==> src/rtl/arb_grant_sequencer.sv <==
// Requester-side sequencer for a fixed-priority arbiter: registers client requests,
// locks ownership on a valid grant, and releases on done or hold timeout.
module arb_grant_sequencer #(
  parameter int N        = 4,
  parameter int MAX_HOLD = 8,
  parameter int ID_W     = 2
) (
  input  logic            clk,
  input  logic            rst_n,
  input  logic [N-1:0]    cli_req,
  input  logic [N-1:0]    cli_done,
  output logic [N-1:0]    cli_ack,
  output logic [N-1:0]    arb_req,
  input  logic [N-1:0]    arb_gnt,
  input  logic            arb_valid,
  output logic [ID_W-1:0] owner_id,
  output logic            busy,
  output logic            timeout_err,
  output logic            proto_err
);

  localparam int CW = $clog2(MAX_HOLD);

  localparam logic [1:0] S_IDLE = 2'd0;
  localparam logic [1:0] S_OWN  = 2'd1;
  localparam logic [1:0] S_REL  = 2'd2;

  logic [1:0]      r_state, w_nstate;
  logic [N-1:0]    r_pend, r_owner, r_ack, r_arb_req;
  logic [CW-1:0]   r_hold;
  logic [ID_W-1:0] r_id, w_gnt_id;
  logic            r_busy, r_to, r_pe;
  logic            w_onehot, w_gnt_ok, w_gnt_bad, w_done, w_tmo;

  // A grant is only accepted if it is one-hot and names a line we actually requested
  assign w_onehot  = (arb_gnt != '0) && ((arb_gnt & (arb_gnt - N'(1))) == '0);
  assign w_gnt_ok  = arb_valid && w_onehot && ((arb_gnt & r_arb_req) != '0);
  assign w_gnt_bad = arb_valid && !w_gnt_ok;
  assign w_done    = (cli_done & r_owner) != '0;
  assign w_tmo     = !w_done && (r_hold == CW'(MAX_HOLD - 1));

  always_comb begin
    w_gnt_id = '0;
    for (int i = 0; i < N; i++)
      if (arb_gnt[i]) w_gnt_id = ID_W'(i);
  end

  always_comb begin
    w_nstate = r_state;
    case (r_state)
      S_IDLE:  if (w_gnt_ok) w_nstate = S_OWN;
      S_OWN:   if (w_done || w_tmo) w_nstate = S_REL;
      S_REL:   w_nstate = S_IDLE;
      default: w_nstate = S_IDLE;
    endcase
  end

  always_ff @(posedge clk or negedge rst_n) begin
    if (!rst_n) begin
      r_state   <= S_IDLE;
      r_pend    <= '0;
      r_owner   <= '0;
      r_hold    <= '0;
      r_ack     <= '0;
      r_arb_req <= '0;
      r_id      <= '0;
      r_busy    <= 1'b0;
      r_to      <= 1'b0;
      r_pe      <= 1'b0;
    end else begin
      r_state   <= w_nstate;
      r_pend    <= cli_req;
      r_arb_req <= (w_nstate == S_IDLE) ? r_pend : '0;
      r_to      <= 1'b0;
      r_pe      <= 1'b0;
      case (r_state)
        S_IDLE: begin
          if (w_gnt_ok) begin
            r_owner <= arb_gnt;
            r_hold  <= '0;
            r_ack   <= arb_gnt;
            r_id    <= w_gnt_id;
            r_busy  <= 1'b1;
          end else if (w_gnt_bad) begin
            r_pe <= 1'b1;
          end
        end
        S_OWN: begin
          if (w_done || w_tmo) begin
            r_ack  <= '0;
            r_busy <= 1'b0;
            r_to   <= w_tmo;
          end else begin
            r_hold <= r_hold + CW'(1);
          end
        end
        default: ;
      endcase
    end
  end

  assign cli_ack     = r_ack;
  assign arb_req     = r_arb_req;
  assign owner_id    = r_id;
  assign busy        = r_busy;
  assign timeout_err = r_to;
  assign proto_err   = r_pe;

endmodule

==> config.mk <==
export PLATFORM = sky130hd
export DESIGN_NAME = arb_grant_sequencer
export DESIGN_NICKNAME = d
export VERILOG_FILES = /design/src/rtl/arb_grant_sequencer.sv
export SDC_FILE = /design/constraint.sdc
export NUM_CORES = 1
export LEC_CHECK = 0
export CORE_UTILIZATION = 47
export DETAILED_ROUTE_END_ITERATION = 10
export PLACE_DENSITY_LB_ADDON = 0.2
export SETUP_SLACK_MARGIN = 0.5
export SLEW_MARGIN = 15
export SYNTH_ARGS = -nofsm -noshare
export SYNTH_HDL_FRONTEND = slang
export SYNTH_SLANG_ARGS = --single-unit
==> constraint.sdc <==
create_clock -name clk -period 1.95 [get_ports clk]
set_input_delay 0.4875 -clock clk [delete_from_list [all_inputs] [get_ports clk]]
set_output_delay 0.4875 -clock clk [all_outputs]
set_load 0.03 [all_outputs]
## Yosys cells after proc, flatten, opt, wreduce, memory -nomap -nowiden

Cells that the tools add are included.

| cells by class | value |
|---|---|
| shift operators | 0 |
| div/mod/pow operators | 0 |
| order comparisons | 0 |
| bitwise logic cells | 3 |
| add/sub/neg operators | 2 |
| multipliers | 0 |
| reduce and logical (&&, ||, !) cells | 18 |
| eq/ne operators | 5 |
| muxes and demuxes | 21 |

Operators with widths:

| kind | count |
|---|---|
| 4-bit bitwise AND | 3 |
| 4-bit two-way mux | 3 |
| 4-bit nonzero test | 3 |
| 1-bit two-way mux | 8 |
| 2-bit two-way mux | 4 |
| 4-bit one-hot mux with 2 select lines | 1 |
| 3-bit two-way mux | 2 |
| 2-bit inequality test (second input constant) | 3 |
| 3-bit one-hot mux with 2 select lines | 1 |
| 3-bit AND reduction | 2 |
| 1-bit logical AND | 5 |
| 2-bit logical NOT | 2 |
| 4-bit logical NOT | 1 |
| 2-bit one-hot mux with 2 select lines | 1 |
| 4-bit by 1-bit subtractor with 4-bit output (second input constant) | 1 |
| 3-bit by 1-bit adder with 3-bit output (second input constant) | 1 |
| 3-bit == test (second input constant) | 1 |
| 2-bit by 1-bit == test with 1-bit output (second input constant) | 1 |
| 1-bit logical NOT | 2 |
| 1-bit one-hot mux with 2 select lines | 1 |
| 2-bit AND reduction | 1 |
| 2-bit nonzero test | 1 |
| 1-bit logical OR | 1 |

| word-level totals | value |
|---|---|
| latch bits | 0 |
| input port bits | 15 |
| memories kept | 0 |
| ROM bits | 0 |
| logic and storage cells | 59 |
| RAM bits | 0 |
| output and inout port bits | 13 |
| register bits after elaboration | 26 |

## Logic depth before layout (Yosys ltp)

| logic depth | value |
|---|---|
| depth in word-level cells | 11 |
| depth in mapped cells | 6 |
| gate-level depth less buffers | 5 |

## Worst setup path after synthesis

OpenSTA, ideal clock, no wires.

| timing | value |
|---|---|
| path type | input -> register |
| start | input arb_gnt[1] |
| end | register r_owner[0] |
| setup slack | 0.181 ns |
| path buffers | 2 |
| data required time | 1.825 ns |
| stages on the path | 6 |
| data arrival time | 1.644 ns |
| setup time | 0.125 ns |
| cells stage by stage | buf_6 > nor4b_1 > a211o_1 > and2_4 > buf_6 > mux2_4 |

| on the way | value |
|---|---|
| longest elaborated chain between the ends | 7 |
| elaborated cells between the ends (all ways) | 10 |
| those cells by class | 1 x add/sub; 2 x bitwise; 7 x reduce/logical |

RTL lines:

| element | RTL line | text |
|---|---|---|
| start: declaration | 14 | `input logic [N-1:0] arb_gnt,` |
| 4-bit by 1-bit subtractor with 4-bit output | 36 | `assign w_onehot = (arb_gnt != '0) && ((arb_gnt & (arb_gnt - N'(1))) == '0);` |
| 4-bit bitwise AND | 36 |  |
| 4-bit logical NOT | 36 |  |
| 1-bit logical AND | 36 |  |
| 1-bit logical AND | 37 | `assign w_gnt_ok = arb_valid && w_onehot && ((arb_gnt & r_arb_req) != '0);` |
| 1-bit logical AND (*) | 37 |  |
| 2-bit AND reduction (no line) (*) | - |  |
| end signal: assignment | 79 | `r_owner <= arb_gnt;` |
| end: declaration | 29 | `logic [N-1:0] r_pend, r_owner, r_ack, r_arb_req;` |

Mark *: on every way between the ends. The rest lies on a longest branch, timed or not.
A chain may end at the register's enable or synchronous reset.

## Worst setup path after layout

| timing | value |
|---|---|
| start | input arb_gnt[2] |
| end | register r_owner[0] |

Same word-level chain as after synthesis.

==> out/metrics.yaml <==
status:
  outcome: "completed"
power_and_ir_drop:
  power.density_mw_per_mm2: 1180
  ir_drop_uv: 1030
  finalPower_uw: 1900
  pwr-share-clk_pct: 13.9
  netSwitchingPower_uw: 668
  switching_share_pct: 35.1
  internal_power_uw: 1240
  seq_power_share_pct: 41.7
  p_comb_share_pct: 44.4
  leakagePower_uw: 0.000810
sta:
  setup-tns-final_ns: 0
  setup_violations: 0
  maxSlewViolCount: 0
  finalCritPeriodShare_pct: 84.9
  rsz0062_at_grt: "true"
  fmax_mhz: 604
  relSlewSlack_pct: 78.8
  fin_ws_ns: 0.294
  timing.hold.ws_ns: 0.484
  skew_ns: 0.0118
  finalCriticalPeriod_ns: 1.66
  finalHoldViolations: 0
  tightest_slew_ns: 0.318
placed_design:
  pre_cts_slack_ns: -0.295
  portBuffers: 27
  gp_congestion: 0.785
  dp_hpwl_um: 1480
  dp_cells: 148
critical_path:
  critPathMaxFanout: 5
  crit_type: "in2reg"
  startpoint_type: "input pin"
  path_buf_inv: 2
  arrival_ns: 1.88
  path_depth: 6
  r2r_cells: 4
  timing.rr.start: "r_state[0]$_DFF_PN0_"
  critPathTopFamily: "buffers and inverters"
  startpoint: "arb_gnt[2]"
  crit_required_ns: 2.17
  crit_path_end_kind: "flip-flop"
  crit_chain: "clkdlybuf4s15_2 -> nor4b_2 -> a211o_1 -> buf_4 -> and2_4 -> mux2_4"
  critPathMaxStageDelay_ns: 0.35
  crit_slowest_cell: "a211o_1"
clocking:
  clockRootBuffer: "clkbuf_4"
  ctsLongestPathBuffers: 2
  cts_buffers: 3
  cts_tree: "done"
  htreeDepth: 1
  clkTransAtPathRegs_ns: 0.14
  clk_latency_ns: 0.32
  clock-sinks: 26
cells_and_area:
  area_growth_pct: 48.5
  multi_input_area_um2: 450
  n_antenna_cell: 0
  layout.nets: 158
  final_cells: 168
  fill_cells: 143
  regArea_um2: 651
  final_layout_size_suffix_gt1_share_pct: 48.6
  final_cell_mix: "26 x dfrtp_1, 25 x buf_4, 16 x buf_2"
  layout.cells.most_common: "dfrtp_1"
routing:
  avgViaCountPerCell: 5.10
  drc: 0
  wl_um: 2390
  vias: 856
  drtIter0Drc: 12
  drt_first_pass_iters: 4
  wl_per_cell_um: 14.3
  met2_length_um: 1250
  topRoutingLayerUsed: "met4"
  wl_met3_um: 109
  m1WireLength_um: 994
  drtAntennaViolNets: 0
floorplanning:
  dieArea_mm2: 0.00250
  initial_core_util_pct: 49.5
  core.rowCount: 17
  top_level_ports: 28
  die_w_um: 50.0
  die_height_um: 50.0
  core_area_mm2: 0.00219
global_routing:
  grt_pass1_vias: 859
  antenna_found_initial: 0
  grtUsageTotal_pct: 21.4
  grt_max_degree: 27
  grt_pass1_wl_um: 3940
  overflow: 0
synth:
  syn-num-nets: 99
  synth-seq-cells: 26
  ys_warn_count: 0
  syn_avg_cell_area_um2: 13.2
  netlist_instances: 82
  ys_types: 27
  ys_seq_area_share_pct: 60.0
  synth_area_mm2: 0.00108
min_path:
  hold_class: "reg2reg"
  hold_depth: 1
  min_from: "r_pend[3]$_DFF_PN0_"
job:
  cap_violations: 0
cells by family after synthesis:
family                     count (synthesis)  synth area share (%)
buffers and inverters                      8                  4.50
xor gates and xnor gates                   1                 0.808
adders and majority gates                  2                  2.31
DFF                                       26                  60.0
and+or+nand+nor                           21                  11.4
AOI/OAI and AO/OA                         17                  12.8
muxes                                      7                  8.08
registers in the layout, indices dropped and copies added (netlist names):
name and flops:
r_owner 4, r_state 2, cli_ack 4, proto_err 1, owner_id 2, busy 1, r_pend 4, timeout_err 1
arb_req 4, r_hold 3
metrics by stage:
step                util [%]  cell area (um^2)
finish                  73.4              1610
CTS                     71.2              1560
detailed placement      67.4              1480
global placement        67.4              1480
global route            73.4              1610
floorplan                  -              1100
final cells by class:
cell class	count	area share (%)
clock buffers	4	2.26
inverters	5	1.17
multi-input cells	49	28.0
flip-flops and latches	26	40.4
well taps	28	2.18
repair buffers	56	26.0
power groups by stage:
stage	sequential, uW	clock (uW)	combinational [uW]
CTS	789	274	791
global placement	800	0	759
global route	809	297	906
finish	793	264	845
detailed placement	805	0	771
floorplan	969	0	271
layer usage:
layer | vias to the layer above | global-route usage (%)
met2 | 26 | 37.3
met1 | 413 | 25.7
li1 | 413 | -
met5 | - | 0
met3 | 4 | 4.94
met4 | 0 | 7.14
final timing paths:
check	slack, ns	to
max in group asynchronous	1.18	r_pend[1]$_DFF_PN0_
min in group asynchronous	0.51	proto_err$_DFF_PN0_
max	0.29	r_owner[0]$_DFFE_PN0P_
min	0.48	arb_req[3]$_DFF_PN0_
min reg2reg	0.48	arb_req[3]$_DFF_PN0_
max reg2reg	0.30	r_owner[0]$_DFFE_PN0P_
synthesized netlist by cell type:
cell / instances / share of area, %
xor2_1: 1 / 0.81
nor2b_1: 1 / 0.58
nor2_1: 3 / 1.0
mux2_2: 2 / 2.1
nand3_1: 2 / 0.92
a21oi_1: 3 / 1.4
a22o_1: 8 / 6.5
o21a_1: 2 / 1.4
nor4b_1: 2 / 1.6
mux2i_1: 2 / 1.8
and2_4: 1 / 0.81
o21ai_0: 1 / 0.46
or3b_1: 1 / 0.81
o21ba_4: 1 / 1.5
a211o_1: 1 / 0.81
o31a_1: 1 / 0.81
dfrtp_1: 26 / 60
buf_6: 2 / 2.1
nand2b_1: 1 / 0.58
or2_2: 1 / 0.58
inv_1: 5 / 1.7
mux2_4: 3 / 4.2
buf_4: 1 / 0.69
and3_1: 4 / 2.3
nor4_1: 2 / 1.2
ha_1: 2 / 2.3
nand2_1: 3 / 1.0
what timing repair did:
item                       4_1_cts  5_1_grt
buffers inserted                 9        6
hold buffers                     0        0
resized for setup               94        7
setup endpoints to repair       34       19
cloned                           1        0
pin swaps                        8        4
Power figures use the tool's default switching activity.
